### config.mk
export PLATFORM = sky130hd
export DESIGN_NAME = imem_loader_flat
export DESIGN_NICKNAME = d
export VERILOG_FILES = /design/src/rtl/imem_loader_if.sv /design/src/rtl/imem_loader.sv /design/src/flat_wrapper.sv
export SDC_FILE = /design/constraint.sdc
export NUM_CORES = 1
export LEC_CHECK = 0
export BUFFER_PORTS_ARGS = -buffer_cell sky130_fd_sc_hd__clkbuf_2
export CELL_PAD_IN_SITES_DETAIL_PLACEMENT = 0
export CELL_PAD_IN_SITES_GLOBAL_PLACEMENT = 1
export CORE_ASPECT_RATIO = 1.5
export CORE_MARGIN = 2
export CORE_UTILIZATION = 30
export CTS_BUF_LIST = sky130_fd_sc_hd__clkbuf_8
export DETAILED_ROUTE_END_ITERATION = 10
export PLACE_DENSITY_LB_ADDON = 0.25
export SYNTH_ARGS = -nofsm -noshare
export SYNTH_HDL_FRONTEND = slang
export SYNTH_SLANG_ARGS = --single-unit
### constraint.sdc
create_clock -name clk -period 4.7 [get_ports clk]
set_input_delay 1.41 -clock clk [delete_from_list [all_inputs] [get_ports clk]]
set_output_delay 1.41 -clock clk [all_outputs]
set_load 0.01 [all_outputs]
### src/rtl/imem_loader_if.sv
`default_nettype none
// ============================================================================
// Module      : imem_loader_if
// Description : Byte-stream handshake and instruction-memory write bus used
//               by the program loader.
// Revision    : 1.0 - initial release
// ============================================================================
interface imem_loader_if;
    logic        in_valid;
    logic [7:0]  in_byte;
    logic        in_ready;
    logic        wr_en;
    logic [31:0] wr_addr;
    logic [31:0] wr_data;

    // Loader side: consumes the stream, drives the memory write port.
    modport slave (
        input  in_valid, in_byte,
        output in_ready, wr_en, wr_addr, wr_data
    );

    // Host side: produces the stream, observes the memory write port.
    modport master (
        output in_valid, in_byte,
        input  in_ready, wr_en, wr_addr, wr_data
    );
endinterface
`default_nettype wire

### src/rtl/imem_loader.sv
`default_nettype none
// ============================================================================
// Module      : imem_loader
// Description : Framed serial loader for the MIPS instruction memory.
//               Frame = LEN_HI, LEN_LO, 4*N big-endian data bytes, XOR
//               checksum of the data bytes. Holds the CPU until a frame
//               with a good checksum has been written.
// Revision    : 1.0 - initial release
// ============================================================================
module imem_loader #(
    parameter int ADDR_WIDTH = 8
) (
    input  wire logic     clk,
    input  wire logic     reset,
    input  wire logic     start,
    imem_loader_if.slave  bus,
    output logic          cpu_hold,
    output logic          done,
    output logic          error
);

    typedef enum logic [2:0] {
        S_IDLE   = 3'd0,
        S_LEN_HI = 3'd1,
        S_LEN_LO = 3'd2,
        S_DATA   = 3'd3,
        S_CHECK  = 3'd4,
        S_DONE   = 3'd5,
        S_ERROR  = 3'd6
    } state_t;

    localparam logic [16:0] c_MAX_WORDS = 17'(2 ** ADDR_WIDTH);

    state_t                r_state;
    state_t                w_state_nx;
    logic [7:0]            r_len_hi;
    logic [15:0]           r_len;
    logic [7:0]            r_xor;
    logic [ADDR_WIDTH:0]   r_index;
    logic [1:0]            r_cnt;
    logic [23:0]           r_word;
    logic                  r_wr_en;
    logic [31:0]           r_wr_addr;
    logic [31:0]           r_wr_data;

    logic                  w_ready;
    logic                  w_accept;
    logic                  w_start_load;
    logic [15:0]           w_len;
    logic                  w_oversize;
    logic [ADDR_WIDTH:0]   w_index_inc;
    logic                  w_last_word;

    assign w_ready      = (r_state == S_LEN_HI) || (r_state == S_LEN_LO) ||
                          (r_state == S_DATA)   || (r_state == S_CHECK);
    assign w_accept     = bus.in_valid && w_ready;
    assign w_start_load = start && ((r_state == S_IDLE) || (r_state == S_DONE) ||
                                    (r_state == S_ERROR));
    assign w_len        = {r_len_hi, bus.in_byte};
    assign w_oversize   = {1'b0, w_len} > c_MAX_WORDS;
    assign w_index_inc  = r_index + {{ADDR_WIDTH{1'b0}}, 1'b1};
    // Index is bounded by the length check, so it never wraps.
    assign w_last_word  = (17'(w_index_inc) == {1'b0, r_len});

    // State register.
    always_ff @(posedge clk or posedge reset) begin
        if (reset) begin
            r_state <= S_IDLE;
        end else begin
            r_state <= w_state_nx;
        end
    end

    // Next-state decode from the registered state and the accepted byte.
    always_comb begin
        w_state_nx = r_state;
        case (r_state)
            S_IDLE, S_DONE, S_ERROR: begin
                if (start) w_state_nx = S_LEN_HI;
            end
            S_LEN_HI: begin
                if (w_accept) w_state_nx = S_LEN_LO;
            end
            S_LEN_LO: begin
                if (w_accept) begin
                    if (w_oversize)        w_state_nx = S_ERROR;
                    else if (w_len == 16'd0) w_state_nx = S_CHECK;
                    else                   w_state_nx = S_DATA;
                end
            end
            S_DATA: begin
                if (w_accept && (r_cnt == 2'd3) && w_last_word) w_state_nx = S_CHECK;
            end
            S_CHECK: begin
                if (w_accept) w_state_nx = (bus.in_byte == r_xor) ? S_DONE : S_ERROR;
            end
            default: w_state_nx = S_IDLE;
        endcase
    end

    // Length capture, word assembly, checksum and the one-cycle write strobe.
    always_ff @(posedge clk or posedge reset) begin
        if (reset) begin
            r_len_hi  <= '0;
            r_len     <= '0;
            r_xor     <= '0;
            r_index   <= '0;
            r_cnt     <= '0;
            r_word    <= '0;
            r_wr_en   <= 1'b0;
            r_wr_addr <= '0;
            r_wr_data <= '0;
        end else begin
            r_wr_en <= 1'b0;
            if (w_start_load) begin
                r_xor   <= '0;
                r_index <= '0;
                r_cnt   <= '0;
            end
            if (w_accept && (r_state == S_LEN_HI)) begin
                r_len_hi <= bus.in_byte;
            end
            if (w_accept && (r_state == S_LEN_LO)) begin
                r_len <= w_len;
            end
            if (w_accept && (r_state == S_DATA)) begin
                r_xor  <= r_xor ^ bus.in_byte;
                r_cnt  <= r_cnt + 2'd1;
                r_word <= {r_word[15:0], bus.in_byte};
                if (r_cnt == 2'd3) begin
                    r_wr_en   <= 1'b1;
                    r_wr_addr <= 32'({r_index, 2'b00});
                    r_wr_data <= {r_word, bus.in_byte};
                    r_index   <= w_index_inc;
                end
            end
        end
    end

    assign bus.in_ready = w_ready;
    assign bus.wr_en    = r_wr_en;
    assign bus.wr_addr  = r_wr_addr;
    assign bus.wr_data  = r_wr_data;
    assign done         = (r_state == S_DONE);
    assign error        = (r_state == S_ERROR);
    assign cpu_hold     = (r_state != S_DONE);

endmodule
`default_nettype wire

### src/flat_wrapper.sv
// flat-port wrapper written by rule: the top's interface ports become plain ports
module imem_loader_flat 
#(
    parameter int ADDR_WIDTH = 8
)
  (clk, reset, start, cpu_hold, done, error, bus_in_valid, bus_in_byte, bus_in_ready, bus_wr_en, bus_wr_addr, bus_wr_data);
  imem_loader_if bus_i ();
  input  wire logic clk;
  input  wire logic reset;
  input  wire logic start;
  output logic cpu_hold;
  output logic done;
  output logic error;
  input wire logic [$bits(bus_i.in_valid)-1:0] bus_in_valid;
  input wire logic [$bits(bus_i.in_byte)-1:0] bus_in_byte;
  output wire logic [$bits(bus_i.in_ready)-1:0] bus_in_ready;
  output wire logic [$bits(bus_i.wr_en)-1:0] bus_wr_en;
  output wire logic [$bits(bus_i.wr_addr)-1:0] bus_wr_addr;
  output wire logic [$bits(bus_i.wr_data)-1:0] bus_wr_data;
  assign bus_i.in_valid = bus_in_valid;
  assign bus_i.in_byte = bus_in_byte;
  assign bus_in_ready = bus_i.in_ready;
  assign bus_wr_en = bus_i.wr_en;
  assign bus_wr_addr = bus_i.wr_addr;
  assign bus_wr_data = bus_i.wr_data;
  imem_loader #(.ADDR_WIDTH(ADDR_WIDTH)) u_core (.clk(clk), .reset(reset), .start(start), .bus(bus_i), .cpu_hold(cpu_hold), .done(done), .error(error));
endmodule
==> summary.md, run 1 <==
| Metric | Value |
|---|---|
| Fillers | `1820` |
| CP Launch Type | `register` |
| Max Cap Viol | `0` |
| Worst path top cell family by delay | `flip-flops` |
| Post-CTS Setup Bufs | `0` |
| Max Clk Rate | `0.333 GHz` |
| Met1 GRT Util | `0.184` |
| RSZ-0062 raised after global routing | `no` |
| Crit path buffers/inverters | `1` |
| Critical path depth in cells | `3` |
| Nets | `612` |
| Critical path peak fanout | `17` |
| # diodes | `0` |
| I/O pin total | `81` |
| H-tree levels | `3` |
| Sequential area share after synthesis | `0.532` |
| Layout Utilization | `0.337` |
| Worst-path clk slew | `110 ps` |
| Leading cell types in the layout, fill and taps excluded | `nand2_1, dfrtp_1, clkbuf_2` |
| Clock root cell | `clkbuf_8` |
| Share of cells above drive strength 1 | `0.187` |
| Worst Setup Path Type | `register to primary output` |
| Post-CTS sizing | `0` |
| Cell Pwr Density | `564 mW/mm2` |
| Cts hold-fix bufs | `0` |
| Final wirelength | `13.3 mm` |
| Post-route setup slack | `1700 ps` |
| Max stage delay cell, worst path | `dfrtp_1` |
| Relative slew slack | `0.407` |
| Clock tree buffer depth | `2` |
| Leading cell type in the layout, fill and taps excluded | `nand2_1` |
| Detail Route Antenna Nets | `0` |
| Synth Flop Type | `dfrtp_1` |
| Final min period | `3000 ps` |
| Met3 Use GR | `0.0179` |
| Reg2reg path depth | `6` |
| Initial core utilization | `0.305` |
| Die W | `112 um` |
| WP data required | `3290 ps` |
| Worst Hold Class | `register to register` |
| Slew @ Worst Pin | `890 ps` |
| Number of flops mapped to enable cells by yosys | `0` |
| Post-DR wirelength/cell | `16.3 um` |
| Placement Cell Area | `0.00562 mm2` |
| Drt drc | `0` |
| Full die area | `0.0186 mm2` |
| DR vias | `3918` |
| Delay of the slowest cell on the worst path | `570 ps` |
| Final setup viols | `0` |
| Global-route wire length before repair | `21.8 mm` |
| Fin. max-slew vios | `0` |
| Largest net degree at the start of global routing | `69` |
| Final Wtd Congestion | `0.819` |
| Dpl hpwl | `9.28 mm` |
| Die Height | `166 um` |
| Synth Cell Area | `0.00527 mm2` |
| Worst path arrival time | `1590 ps` |
| Met2 usage | `0.260` |
| Area grow syn2layout | `10.5%` |
| Worst Setup SP | `u_core.r_state[2]` |
| GRT overflow | `0` |
| CTS tree | `yes` |
| Setup WS pre-CTS | `1380 ps` |
| Number of global-route vias before repair | `4006` |
| TNS Setup | `0 ps` |
| Crit Reg-Reg Endpoint | `u_core.r_state[0]` |
| CTS buffer count | `9` |
| Via density per instance | `4.80` |
| Post-route cell area | `0.00582 mm2` |
| Netlist cell types | `58` |
| Final hold violations | `0` |
| Design Power | `3280 uW` |
| Core Region | `0.0173 mm2` |
| Synth Instances | `552` |
| Peak VDD IR | `214 uV` |
| Clock Skews | `7.08 ps` |
| Core Rows | `59` |
| Detailed-router iteration count before antenna repair | `4` |
| Clock sink count | `112` |
| Synth warn | `0` |
| R2r setup slk | `2160 ps` |
| Worst setup EP type | `primary output` |
| Period utilization | `0.639` |
| Syn Area/Cell | `9.54 um2` |
| Synthesized flop and latch total | `112` |
| Worst-Skew Late Latency | `370 ps` |
| Outcome | `finished clean` |
| Starting DRT DRC Count | `161` |
| CP endpoint | `bus_in_ready` |
| Global route hottest layer | `met2` |
| Number of port buffers | `57` |
| Initial antenna violation count | `0` |
| Reg-to-reg startpoint | `u_core.r_index[0]` |
| Global Route Usage Sum | `0.147` |
| Leakage | `0.00294 uW` |
| Critical-path cell list | `nor3_1 -> nor2b_1 -> clkbuf_2` |
| Asr flop ratio synth | `1.00` |
[stage by stage]
stage                     hold slack [ps]  instances
final                                 483        816
after global routing                  515        816
after detailed placement              461        800
after floorplan                       439        574
after CTS                             490        816
after global placement                460        800
[routing by layer]
layer / routed length, um / vias to the layer above
met5: 0 / -
met4: 225 / 0
met3: 350 / 13
met2: 6980 / 79
met1: 5710 / 1959
li1: - / 1867
[tightest hold or removal path, stage by stage (launching register included)]
cell     delay [ps]
dfrtp_1         360
nand2_1          50
nand2_1          50
[how the worst min path moves through the flow]
stage,start,to,cells past startpoint
finish,u_core.r_word[17],u_core.bus.wr_data[25],2
global route,u_core.r_word[17],u_core.bus.wr_data[25],2
CTS,u_core.bus.wr_data[31],u_core.bus.wr_data[31],2
detailed placement,u_core.r_word[16],u_core.bus.wr_data[24],2
global placement,u_core.bus.wr_data[28],u_core.bus.wr_data[28],2
floorplan,u_core.r_word[16],u_core.bus.wr_data[24],2
[layout make-up]
type	count	area (um2)	share of cell area
flip-flops and latches	112	2800	0.482
inverters	4	17.5	0.00301
clock inverters	7	72.6	0.0125
well taps	213	267	0.0458
clock buffers	9	124	0.0213
repair buffers	65	345	0.0594
multi-input cells	406	2190	0.376
[registers in the layout (all words and copies together) (netlist names)]
| name | flops |
|---|---|
| u_core.bus.wr_addr | 9 |
| u_core.r_state | 3 |
| u_core.r_cnt | 2 |
| u_core.r_len | 16 |
| u_core.r_xor | 8 |
| u_core.bus.wr_en | 1 |
| u_core.r_index | 9 |
| u_core.bus.wr_data | 32 |
| u_core.r_word | 24 |
| u_core.r_len_hi | 8 |
[cell usage after synthesis (all sizes together) (2+ instances only)]
library cell / n / share of area
mux2i: 3 / 0.0057
xnor2: 15 / 0.025
inv: 4 / 0.0029
dfrtp: 112 / 0.53
a21o: 2 / 0.0029
a22oi: 2 / 0.0029
nor2: 15 / 0.011
nand4: 7 / 0.0095
a221oi: 2 / 0.0067
buf: 44 / 0.060
mux2: 24 / 0.051
a22o: 4 / 0.0067
and2: 3 / 0.0038
nor4: 6 / 0.0071
nand3b: 2 / 0.0029
and3: 3 / 0.0036
and4b: 3 / 0.0057
clkbuf: 8 / 0.0057
a21oi: 7 / 0.0074
xor2: 4 / 0.0067
o211ai: 2 / 0.0029
o21ai: 34 / 0.032
ha: 2 / 0.0048
nor2b: 4 / 0.0048
nand2: 209 / 0.15
a31oi: 2 / 0.0024
nor3: 4 / 0.0038
nand3: 3 / 0.0029
[logic make-up (layout without fill, tap and decap cells)]
kind of cell / Yosys count / count (layout) / synth area share
adder cells (fa/ha/maj): 2 / 2 / 0.00475
XOR/XNOR: 20 / 20 / 0.0361
other: 1 / 23 / 0.000712
flip-flops: 112 / 112 / 0.532
AND/OR/NAND/NOR: 268 / 268 / 0.218
buffers and inverters: 56 / 85 / 0.0684
AO/OA/AOI/OAI: 66 / 66 / 0.0822
multiplexers: 27 / 27 / 0.0570
[power by group]
| group | switching [uW] | leakage, uW | internal, uW |
|---|---|---|---|
| Clock | 337 | 0.000106 | 249 |
| Sequential | 325 | 0.00145 | 1340 |
| Combinational | 544 | 0.00138 | 485 |
| Total | 1210 | 0.00294 | 2080 |
No activity file was read; power rests on OpenSTA's default activity.
==> inputs of run 2 (changes only) <==
Clock period 4.7 ns to 2.8 ns, I/O delays scaled along.
==> run 2 against run 1 <==
  * Core utilization increased by 0.64 points
  * Register-to-register slack worse by 1500 ps
  * Setup slack got worse by 1300 ps
  * Final cell count increased by 1.1%
  * Critical path type unchanged
==> summary.md, run 2 (synthesis gave the netlist of run 1 again) <==
| Metric | Value |
|---|---|
| DR vias | `3905` |
| CP Launch Type | `register` |
| Area grow syn2layout | `12.5%` |
| Clock tree buffer depth | `2` |
| Cts hold-fix bufs | `0` |
| Clock sink count | `112` |
| Leading cell type in the layout, fill and taps excluded | `nand2_1` |
| Number of port buffers | `57` |
| Post-DR wirelength/cell | `16.1 um` |
| Worst path arrival time | `1560 ps` |
| Number of global-route vias before repair | `3910` |
| Leading cell types in the layout, fill and taps excluded | `nand2_1, dfrtp_1, clkbuf_2` |
| Reg2reg path depth | `7` |
| GRT overflow | `0` |
| Max FFs per register | `32` |
| Final min period | `2400 ps` |
| Drt drc | `0` |
| Nets | `621` |
| Worst Hold Class | `register to register` |
| Starting DRT DRC Count | `206` |
| Period utilization | `0.857` |
| Die Height | `166 um` |
| Crit Reg-Reg Endpoint | `u_core.r_state[0]` |
| CTS buffer count | `9` |
| Largest net degree at the start of global routing | `46` |
| Post-CTS sizing | `0` |
| Post-route setup slack | `402 ps` |
| Global Route Usage Sum | `0.145` |
| Worst Setup Path Type | `register to primary output` |
| Clock root cell | `clkbuf_8` |
| Leakage | `0.00299 uW` |
| Design Power | `5650 uW` |
| Initial core utilization | `0.305` |
| CTS tree | `yes` |
| Max Cap Viol | `0` |
| Layout Cells excl Fill | `825` |
| Clock Skews | `13.7 ps` |
| Die W | `112 um` |
| Inst Count DP | `809` |
| Final hold violations | `0` |
| Worst setup EP type | `primary output` |
| Detailed-router iteration count before antenna repair | `4` |
| RSZ-0062 raised after global routing | `no` |
| R2r setup slk | `700 ps` |
| Fillers | `1826` |
| Fin. max-slew vios | `0` |
| Full die area | `0.0186 mm2` |
| CP endpoint | `bus_in_ready` |
| Dpl hpwl | `9.60 mm` |
| Via density per instance | `4.73` |
| Worst-Skew Late Latency | `390 ps` |
| Detail Route Antenna Nets | `0` |
| Slew @ Worst Pin | `785 ps` |
| Worst Setup SP | `u_core.r_state[2]` |
| Global-route wire length before repair | `21.5 mm` |
| Outcome | `finished clean` |
| H-tree levels | `3` |
| Peak VDD IR | `407 uV` |
| Setup WS pre-CTS | `551 ps` |
| I/O pin total | `81` |
| Cell Pwr Density | `954 mW/mm2` |
| Post-CTS Setup Bufs | `0` |
| Final setup viols | `0` |
| Max Clk Rate | `0.417 GHz` |
| # diodes | `0` |
| Reg-to-reg startpoint | `u_core.r_index[1]` |
| Final Wtd Congestion | `0.848` |
| Critical path peak fanout | `17` |
| Initial antenna violation count | `0` |
| Relative slew slack | `0.476` |
| Final wirelength | `13.3 mm` |
| Core Region | `0.0173 mm2` |
| TNS Setup | `0 ps` |
| Share of cells above drive strength 1 | `0.201` |
| Core Rows | `59` |
| Worst-path clk slew | `110 ps` |
| WP data required | `1960 ps` |
| Hold Path Stages | `2` |
run 2: changes by cell type in the layout (fill, tap and decap cells not counted):
cell	delta
clkinv_2	-2
inv_6	+2
clkbuf_8	+1
clkinvlp_4	+2
inv_4	-1
buf_4	+7
buf_12	+2
clkinv_4	-1
inv_1	-1
run 2: cell type report:
| type | instances | area (um2) | area share |
|---|---|---|---|
| timing repair buffer | 74 | 438 | 0.0739 |
| inverter | 4 | 18.8 | 0.00317 |
| sequential | 112 | 2800 | 0.473 |
| tap | 213 | 267 | 0.0450 |
| clock buffer | 10 | 138 | 0.0232 |
| multi-input combinational | 406 | 2190 | 0.369 |
| clock inverter | 6 | 75.1 | 0.0127 |
run 2: how the worst min path moves through the flow:
stage / startpoint / end / slack (ps)
after floorplan: u_core.r_word[16] / u_core.bus.wr_data[24] / 440
after global placement: u_core.r_word[19] / u_core.bus.wr_data[27] / 450
after detailed placement: u_core.r_word[19] / u_core.bus.wr_data[27] / 460
after CTS: u_core.r_word[19] / u_core.bus.wr_data[27] / 490
after global routing: u_core.r_word[22] / u_core.bus.wr_data[30] / 500
final: u_core.r_word[22] / u_core.bus.wr_data[30] / 480
run 2: stage by stage:
step           instance area [um2]  hold WS, ps   util
2_1_floorplan                 5350          439      -
3_3_place_gp                  5710          452  0.331
3_5_place_dp                  5710          464  0.331
4_1_cts                       5930          490  0.343
5_1_grt                       5930          505  0.343
6_report                      5930          483  0.343
run 2: power breakdown:
| group | switching (uW) | total, uW | internal [uW] |
|---|---|---|---|
| logic | 933 | 1780 | 847 |
| clock network | 601 | 1050 | 453 |
| registers | 564 | 2820 | 2250 |
| total | 2100 | 5650 | 3550 |
run 2: per-layer routing:
layer,GRT usage,wire (um),vias to the layer above
met5,0,0,-
met4,0.0498,198,0
met3,0.0212,392,11
met2,0.259,7150,73
met1,0.179,5540,1928
li1,-,-,1893
run 2: worst max-delay path, stage by stage (launching register included):
cell,delay (ps)
dfrtp_1,660
o21ai_0,190
nor2b_1,180
clkbuf_2,140
==> inputs of run 3 (changes only) <==
Settings changed: CORE_ASPECT_RATIO 1.5 to not set.
==> run 3 against run 2 <==
  * Sequential power is essentially flat
  * Combinational power about the same
  * Flip-flop and latch count unchanged
  * Core utilization shrank 0.16 points
  * Sequential share of layout area increased by 0.33 points
  * Setup slack got worse by 130 ps
  * First-iteration DRC count is 64% higher
  * Register-to-register slack got worse by 30 ps
  * Clock-buffer cell count shrank 1
  * Largest power group unchanged
  * Highest routed layer unchanged
==> summary.md, run 3 (synthesis gave the netlist of run 1 again) <==
| Metric | Value |
|---|---|
| Area grow syn2layout | `11.8%` |
| Detailed-router iteration count before antenna repair | `4` |
| Post-DR wirelength/cell | `15.2 um` |
| Net Sw Power | `2000 uW` |
| Comb power frac | `0.323` |
| CTS buffer count | `9` |
| Max FFs per register | `32` |
| Post-route cell area | `0.00588 mm2` |
| Core Rows | `48` |
| Full die area | `0.0186 mm2` |
| Clock Skews | `13.7 ps` |
| Worst setup EP type | `primary output` |
| Design Power | `5420 uW` |
| Worst path arrival time | `1690 ps` |
| WP data required | `1960 ps` |
| Max Clk Rate | `0.395 GHz` |
| Leading cell types in the layout, fill and taps excluded | `nand2_1, dfrtp_1, clkbuf_2` |
| Worst Hold Class | `register to register` |
| RSZ-0062 raised after global routing | `no` |
| Nets | `621` |
| # diodes | `0` |
| Multi-input gate area | `0.00219 mm2` |
| Fin. max-slew vios | `0` |
| CP Launch Type | `register` |
| Worst-path clk slew | `110 ps` |
| Worst Setup Path Type | `register to primary output` |
| Sequential fraction of design power | `0.515` |
| Detail Route Antenna Nets | `0` |
| Reg2reg path depth | `7` |
| Largest net degree at the start of global routing | `71` |
| Die W | `136 um` |
| Final Wtd Congestion | `0.832` |
| Via density per instance | `4.65` |
| Worst Setup SP | `u_core.r_state[2]` |
| GRT overflow | `0` |
| Hold Path Stages | `2` |
| Share of cells above drive strength 1 | `0.199` |
| Starting DRT DRC Count | `337` |
| Pint | `3420 uW` |
| Post-CTS sizing | `0` |
| Sw frac | `0.369` |
| HP Start | `u_core.r_word[21]` |
| Number of global-route vias before repair | `3875` |
| Final min period | `2530 ps` |
| Slew @ Worst Pin | `729 ps` |
| Leakage | `0.00298 uW` |
| Final hold violations | `0` |
| Cell Pwr Density | `921 mW/mm2` |
| H-tree levels | `3` |
| Reg-to-reg startpoint | `u_core.r_index[1]` |
| Dpl hpwl | `8.88 mm` |
| Final setup viols | `0` |
| DR vias | `3892` |
| Global Route Usage Sum | `0.145` |
| CTS tree | `yes` |
| Leading cell type in the layout, fill and taps excluded | `nand2_1` |
| Peak VDD IR | `496 uV` |
| Clock sink count | `112` |
| Cts hold-fix bufs | `0` |
| Worst-Skew Late Latency | `380 ps` |
| CP endpoint | `bus_in_ready` |
| Post-CTS Setup Bufs | `0` |
| Critical path peak fanout | `17` |
| Period utilization | `0.903` |
| Number of port buffers | `57` |
| Placement Cell Area | `0.00572 mm2` |
| Die Height | `136 um` |
| Final wirelength | `12.7 mm` |
| Fillers | `1804` |
| Register area | `0.00280 mm2` |
| Core Region | `0.0172 mm2` |
| Max Cap Viol | `0` |
| Drt drc | `0` |
| Global-route wire length before repair | `20.8 mm` |
| TNS Setup | `0 ps` |
| Crit Reg-Reg Endpoint | `u_core.r_state[0]` |
| Outcome | `finished clean` |
| Clock power share | `0.162` |
| Relative slew slack | `0.513` |
| Initial core utilization | `0.305` |
| Clock tree buffer depth | `2` |
| Clock root cell | `clkbuf_8` |
| I/O pin total | `81` |
| R2r setup slk | `670 ps` |
| Initial antenna violation count | `0` |
-- run 3: changes by cell type in the layout (fill, tap and decap cells not counted) --
cell / previous run / this run
inv_8: 1 / 0
clkbuf_8: 10 / 9
inv_1: 2 / 3
bufinv_16: 1 / 0
clkinvlp_4: 2 / 1
clkinv_2: 0 / 3
buf_12: 2 / 1
buf_4: 15 / 16
-- run 3: power by group through the flow --
stage                     clock (uW)  combinational (uW)  sequential [uW]
after global placement             0                1740             2820
after detailed placement           0                1780             2830
final                            875                1750             2790
after floorplan                    0                1260             2740
after CTS                        928                1780             2800
after global routing            1010                1990             2890
-- run 3: cell type report --
type                    instances  share of cell area
repair buffers                 74              0.0723
clock buffers                   9              0.0211
inverters                       4             0.00319
clock inverters                 7             0.00765
multi-input cells             406               0.372
well taps                     225              0.0478
flip-flops and latches        112               0.476
-- run 3: layer usage --
| metal | global-route usage | routed length, um | up-vias |
|---|---|---|---|
| li1 | - | - | 1891 |
| met3 | 0.0336 | 634 | 4 |
| met2 | 0.220 | 5830 | 88 |
| met4 | 0.0388 | 93 | 0 |
| met1 | 0.207 | 6130 | 1909 |
| met5 | 0 | 0 | - |
-- run 3: metrics by stage --
step | hold WS (ps) | setup WS [ps] | cells | util
2_1_floorplan | 439 | 603 | 574 | -
3_3_place_gp | 462 | 412 | 821 | 0.332
3_5_place_dp | 461 | 340 | 821 | 0.332
4_1_cts | 488 | 233 | 837 | 0.341
5_1_grt | 501 | 178 | 837 | 0.341
6_report | 483 | 271 | 837 | 0.341
-- run 3: critical path, stage by stage (launching register included) --
cell	delay (ps)
dfrtp_1	580
nor3_1	480
nor2b_1	100
clkbuf_2	140
-- run 3: worst min-delay path by stage --
| stage | to | slack, ps |
|---|---|---|
| detailed placement | u_core.bus.wr_data[6] | 460 |
| global route | u_core.bus.wr_data[14] | 500 |
| global placement | u_core.bus.wr_data[17] | 460 |
| CTS | u_core.bus.wr_data[17] | 490 |
| finish | u_core.bus.wr_data[29] | 480 |
| floorplan | u_core.bus.wr_data[24] | 440 |
